<file path="src/rtl/checkpoint_free_list.sv">
// rtl/checkpoint_free_list.sv - multi-lane PRN free list with branch checkpoint save/restore/release
// Optional debug outputs are enabled by defining FREE_LIST_DEBUG_EN.
module checkpoint_free_list #(
    parameter int SIZE     = 64,
    parameter int WIDTH    = 2,
    parameter int RESERVED = 32,
    parameter int NUM_CKPT = 4,
    localparam int PRN_W   = $clog2(SIZE),
    localparam int PTR_W   = $clog2(SIZE),
    localparam int CNT_W   = $clog2(SIZE + 1),
    localparam int ID_W    = $clog2(NUM_CKPT)
) (
    input  logic                         clock,
    input  logic                         reset,
    input  logic [WIDTH-1:0]             push_valid,
    input  logic [WIDTH-1:0][PRN_W-1:0]  push_prn,
    input  logic [WIDTH-1:0]             pop_en,
    output logic [WIDTH-1:0]             pop_valid,
    output logic [WIDTH-1:0][PRN_W-1:0]  pop_prn,
    input  logic                         ckpt_save,
    input  logic [ID_W-1:0]              ckpt_save_id,
    input  logic                         ckpt_restore,
    input  logic [ID_W-1:0]              ckpt_restore_id,
    input  logic                         ckpt_release,
    input  logic [ID_W-1:0]              ckpt_release_id,
    output logic [CNT_W-1:0]             free_count,
`ifdef FREE_LIST_DEBUG_EN
    output logic [SIZE-1:0][PRN_W-1:0]   dbg_entries,
    output logic [PTR_W-1:0]             dbg_head,
    output logic [PTR_W-1:0]             dbg_tail,
    output logic [NUM_CKPT-1:0]          dbg_ckpt_valid,
`endif
    output logic                         restore_err
);

    localparam int XW = CNT_W + 1;
    localparam logic [XW-1:0] ONE    = XW'(1);
    localparam logic [XW-1:0] SIZE_X = XW'(SIZE);

    logic [PRN_W-1:0]    entry   [SIZE];
    logic [PTR_W-1:0]    head, tail;
    logic [CNT_W-1:0]    count;
    logic [NUM_CKPT-1:0] ck_valid;
    logic [PTR_W-1:0]    ck_head  [NUM_CKPT];
    logic [CNT_W-1:0]    ck_base  [NUM_CKPT];
    logic [CNT_W-1:0]    ck_since [NUM_CKPT];

    logic             restore_hit;
    logic             save_eff;
    logic [XW-1:0]    pop_cnt;
    logic [XW-1:0]    push_cnt;
    logic [XW-1:0]    avail_base;
    logic [WIDTH-1:0] wr_en;
    logic [PTR_W-1:0] wr_ptr [WIDTH];
    logic [PTR_W-1:0] next_head;
    logic [PTR_W-1:0] next_tail;
    logic [CNT_W-1:0] next_count;

    always_comb begin
        restore_hit = ckpt_restore && ck_valid[ckpt_restore_id];
        save_eff    = ckpt_save && !restore_hit;

        // Grants only draw on registered occupancy; same-cycle pushes never feed pops.
        pop_cnt = '0;
        for (int i = 0; i < WIDTH; i++) begin
            pop_valid[i] = 1'b0;
            pop_prn[i]   = '0;
            if (!restore_hit && pop_en[i] && ({1'b0, count} > pop_cnt)) begin
                pop_valid[i] = 1'b1;
                pop_prn[i]   = entry[head + PTR_W'(pop_cnt)];
                pop_cnt      = pop_cnt + ONE;
            end
        end

        // On a restore, capacity is judged against the checkpointed occupancy.
        if (restore_hit)
            avail_base = {1'b0, ck_base[ckpt_restore_id]} + {1'b0, ck_since[ckpt_restore_id]};
        else
            avail_base = {1'b0, count} - pop_cnt;

        push_cnt = '0;
        for (int i = 0; i < WIDTH; i++) begin
            wr_en[i]  = 1'b0;
            wr_ptr[i] = tail + PTR_W'(push_cnt);
            if (push_valid[i] && ((avail_base + push_cnt) < SIZE_X)) begin
                wr_en[i] = 1'b1;
                push_cnt = push_cnt + ONE;
            end
        end

        next_head  = restore_hit ? ck_head[ckpt_restore_id] : head + PTR_W'(pop_cnt);
        next_tail  = tail + PTR_W'(push_cnt);
        next_count = CNT_W'(avail_base + push_cnt);
    end

    always_ff @(posedge clock) begin
        if (reset) begin
            for (int i = 0; i < SIZE; i++)
                entry[i] <= PRN_W'(i);
            head        <= PTR_W'(RESERVED);
            tail        <= '0;
            count       <= CNT_W'(SIZE - RESERVED);
            ck_valid    <= '0;
            restore_err <= 1'b0;
            for (int c = 0; c < NUM_CKPT; c++) begin
                ck_head[c]  <= '0;
                ck_base[c]  <= '0;
                ck_since[c] <= '0;
            end
        end else begin
            for (int i = 0; i < WIDTH; i++)
                if (wr_en[i])
                    entry[wr_ptr[i]] <= push_prn[i];
            head        <= next_head;
            tail        <= next_tail;
            count       <= next_count;
            restore_err <= ckpt_restore && !ck_valid[ckpt_restore_id];
            for (int c = 0; c < NUM_CKPT; c++) begin
                if (save_eff && (ckpt_save_id == ID_W'(c))) begin
                    ck_valid[c] <= 1'b1;
                    ck_head[c]  <= next_head;
                    ck_base[c]  <= next_count;
                    ck_since[c] <= '0;
                end else begin
                    if (ck_valid[c])
                        ck_since[c] <= ck_since[c] + CNT_W'(push_cnt);
                    if (ckpt_release && (ckpt_release_id == ID_W'(c)))
                        ck_valid[c] <= 1'b0;
                end
            end
        end
    end

    assign free_count = count;

`ifdef FREE_LIST_DEBUG_EN
    always_comb begin
        for (int i = 0; i < SIZE; i++)
            dbg_entries[i] = entry[i];
    end
    assign dbg_head       = head;
    assign dbg_tail       = tail;
    assign dbg_ckpt_valid = ck_valid;
`endif

endmodule

</file>
<file path="config.mk">
export PLATFORM = sky130hd
export DESIGN_NAME = checkpoint_free_list
export DESIGN_NICKNAME = d
export VERILOG_FILES = /design/src/rtl/checkpoint_free_list.sv
export SDC_FILE = /design/constraint.sdc
export NUM_CORES = 1
export LEC_CHECK = 0
export ABC_AREA = 1
export ABC_CLOCK_PERIOD_IN_PS = 12730
export CAP_MARGIN = 0
export CELL_PAD_IN_SITES_DETAIL_PLACEMENT = 1
export CELL_PAD_IN_SITES_GLOBAL_PLACEMENT = 1
export CORE_UTILIZATION = 45
export CTS_BUF_LIST = sky130_fd_sc_hd__clkbuf_4
export DETAILED_ROUTE_END_ITERATION = 10
export PLACE_DENSITY_LB_ADDON = 0.15
export SKIP_LAST_GASP = 1
export SYNTH_ARGS = -nofsm -noshare
export SYNTH_HDL_FRONTEND = slang
export SYNTH_SLANG_ARGS = --single-unit
</file>
<file path="constraint.sdc">
create_clock -name clock -period 12.73 [get_ports clock]
set_clock_uncertainty 0.2 [all_clocks]
set_input_delay 3.819 -clock clock [delete_from_list [all_inputs] [get_ports clock]]
set_output_delay 3.819 -clock clock [all_outputs]
set_load 0.03 [all_outputs]
</file>
==> results.yml <==
timing:
  slew_viol_final: 0
  rsz0062_at_grt: "no"
  max_freq_mhz: 79.67
  hold_viol_final: 0
  worst_slew_pin_slew_ns: 1.219
  final.setup.tns_ns: 0
  setup_violations: 0
  finalCritPeriodShare: 0.9860
  min_period_ns: 12.55
  slew-limit-headroom: 0.1855
global_route:
  grt_use_total: 0.4002
  grt_use_met1: 0.5112
  grt_antenna_before_repair: 4
  first_global_vias: 34143
  grt_overflow: 0
  busiest_layer: "met2"
  grt_pass1_wl_mm: 221.3
  grt_util_met2: 0.6211
  grt_max_degree: 148
  grt_use_met3: 0.08556
synthesis:
  synth_area_leaders: "edfxtp_1 42%, nand2_1 12%, o21ai_0 9.7%"
  yosysWarningCount: 0
  synth_nets: 4665
  synth.most_common_cell: "nand2_1"
  yosys-top-cells-count: "1,065 x nand2_1, 643 x o21ai_0, 517 x nand3_1, 464 x edfxtp_1, 442 x inv_1"
  ys_ff_latch: 488
  yosysTopAreaCell: "edfxtp_1"
  ys_types: 43
  ys.flop_type: "edfxtp_1"
  syn_avg_cell_area_um2: 7.241
  synth_cells: 4603
  yosysSeqAreaShare: 0.4325
  synthDominantCellAreaShare: 0.4180
  ys_async_sr_fraction: 0
  netlist_area_mm2: 0.03333
  synth_edf_count: 464
detailed_routing:
  firstDrtPassIters: 9
  vias_per_cell: 6.269
  antenna_left: 0
  vias: 35077
  routed_wl_mm: 151.5
  drc: 6
  routedWlPerCell_um: 27.07
  drt_iter0_drc: 4170
floorplan:
  rows: 99
  die_h_um: 274.2
  initial_core_util: 0.4561
  die_area_mm2: 0.07516
  core_area_mm2: 0.07308
  die_w_um: 274.2
  io_pins: 49
flow_run:
  cap_violations: 0
critical_path:
  cpPeakStageDelay_ns: 0.72
  path_class: "input port to primary output"
  slowest_stage: "clkdlybuf4s50_1"
  path_max_fanout: 51
  crit_required_ns: 8.71
  crit_buf_inv: 7
  end_kind: "primary output"
  critPathArrivalTime_ns: 8.53
  r2r_slack_ns: 4.48
  crit_family: "buffers and inverters"
  worstPathCellList: "clkdlybuf4s50_1 -> inv_4 -> nand2_1 -> nand3_2 -> nand3_4 -> nand3_1 -> buf_4 -> inv_1 -> ha_4 -> ha_2 -> inv_4 -> buf_12 -> a21oi_1 -> a21oi_1 -> nand2_1 -> nand3_1 -> o21ai_0 -> o211ai_1 -> nand2_1 -> a21oi_1 -> buf_12"
  critPathLaunchType: "input port"
clock_network:
  cts-buffers-inserted: 146
  clk_latency_ns: 1.06
  tritoncts: "yes"
  postCtsHoldBufs: 0
  cts.sinks: 488
  clkTransAtPathRegs_ns: 0.06
  post-cts-setup-buffers: 0
  cts_resized: 0
  clock_path_buffers: 3
  root_buffer: "clkbuf_4"
  htree_levels: 4
power_and_ir_drop:
  p_leak_nw: 14.87
  vdd_drop_max_mv: 0.1112
  powerDensity_mw_per_mm2: 164.1
  totalPowerFinal_mw: 5.937
outcome:
  outcome: "finished, violations left"
  violations: "design-rule violations"
final_layout:
  area_growth_pct: 8.525
  final_layout_size_suffix_gt1_frac: 0.08954
  n_fill_cell: 9331
  nNetsFinal: 4594
hold_path:
  min_path_type: "flop to flop"
place:
  gp_congestion: 0.9736
  dp_hpwl_mm: 98.05
  io_buffers: 48
==> worst paths after layout <==
path | startpoint | cells after the start | endpoint
min | tail[5]$_SDFF_PP0_ | 2 | tail[5]$_SDFF_PP0_
min reg2reg | tail[5]$_SDFF_PP0_ | 2 | tail[5]$_SDFF_PP0_
max reg2reg | free_count[6]$_SDFF_PP0_ | 31 | entry[16][3]$_DFFE_PP_
max | ckpt_restore_id[0] | 21 | pop_prn[11]
==> worst min-delay path: stages, from the launching register on <==
cell and delay [ns]:
dfxtp_1 0.35, o21ai_0 0.09, a21oi_1 0.06
==> logic make-up after synthesis <==
kind of cell / Yosys count / synth area share
simple gates: 2092 / 0.2725
compound gates: 1149 / 0.1781
buf+inv: 805 / 0.09426
flops: 488 / 0.4325
fa+ha+maj: 35 / 0.01381
xor+xnor: 34 / 0.008934
==> registers in the layout, indices dropped and copies added (netlist names) <==
register,count
head,6
free_count,7
entry,384
ck_since,28
restore_err,1
ck_valid,4
ck_base,28
ck_head,24
tail,6
==> placed cells by master (no fill, tap or decap), drive strengths merged, types with 2 or more instances in the layout <==
cell type / synthesis / final
nand2: 1077 / 1077
o21ai: 659 / 659
nand3: 521 / 521
edfxtp: 464 / 464
inv: 452 / 457
a21oi: 398 / 398
nor2: 398 / 398
clkbuf: 260 / 208
buf: 89 / 99
nand4: 57 / 57
o22ai: 39 / 39
clkinv: 4 / 34
o211ai: 32 / 32
ha: 32 / 32
clkdlybuf4s50: 0 / 31
xor2: 29 / 29
nor3: 24 / 24
dfxtp: 24 / 24
or2: 12 / 12
a22oi: 10 / 10
clkinvlp: 0 / 8
xnor2: 5 / 5
o31ai: 4 / 4
a211oi: 3 / 3
o221ai: 3 / 3
fa: 3 / 3
nand3b: 2 / 2
==> metal layers <==
metal / part of all wire / up-vias
met5: 0 / -
met4: 0.066 / 0
met3: 0.10 / 546
met2: 0.44 / 1995
met1: 0.39 / 17072
li1: - / 15464
==> metrics by stage <==
stage | utilization | cell area (µm²) | hold WS, ns | std cells | worst slack, ns
after floorplan | - | 33330 | 0.2609 | 4603 | 1.513
after CTS | 0.4949 | 36170 | 0.3441 | 5594 | 0.4659
after detailed placement | 0.4708 | 34400 | 0.3385 | 5343 | 0.4745
after global routing | 0.4949 | 36170 | 0.3682 | 5595 | 0.2158
final | 0.4949 | 36170 | 0.3430 | 5595 | 0.1782
after global placement | 0.4708 | 34400 | 0.3297 | 5343 | 0.5640
==> power by group <==
part           switching (mW)  internal (mW)
combinational            1.85          0.645
clock                   0.765          0.751
sequential             0.0917           1.84
total                    2.71           3.23
==> final cells by class <==
cell class              instances  area, µm²  area share
diodes                          1      2.502  0.00006918
clock buffers                 208       1562     0.04317
clock inverters                43      202.7    0.005604
repair buffers                130       1204     0.03328
inverters                     456       1732     0.04787
multi-input cells            3310      15850      0.4381
flip-flops and latches        488      14420      0.3987
well taps                     959       1200     0.03317
Note: power is estimated with default switching activity, not from simulation.
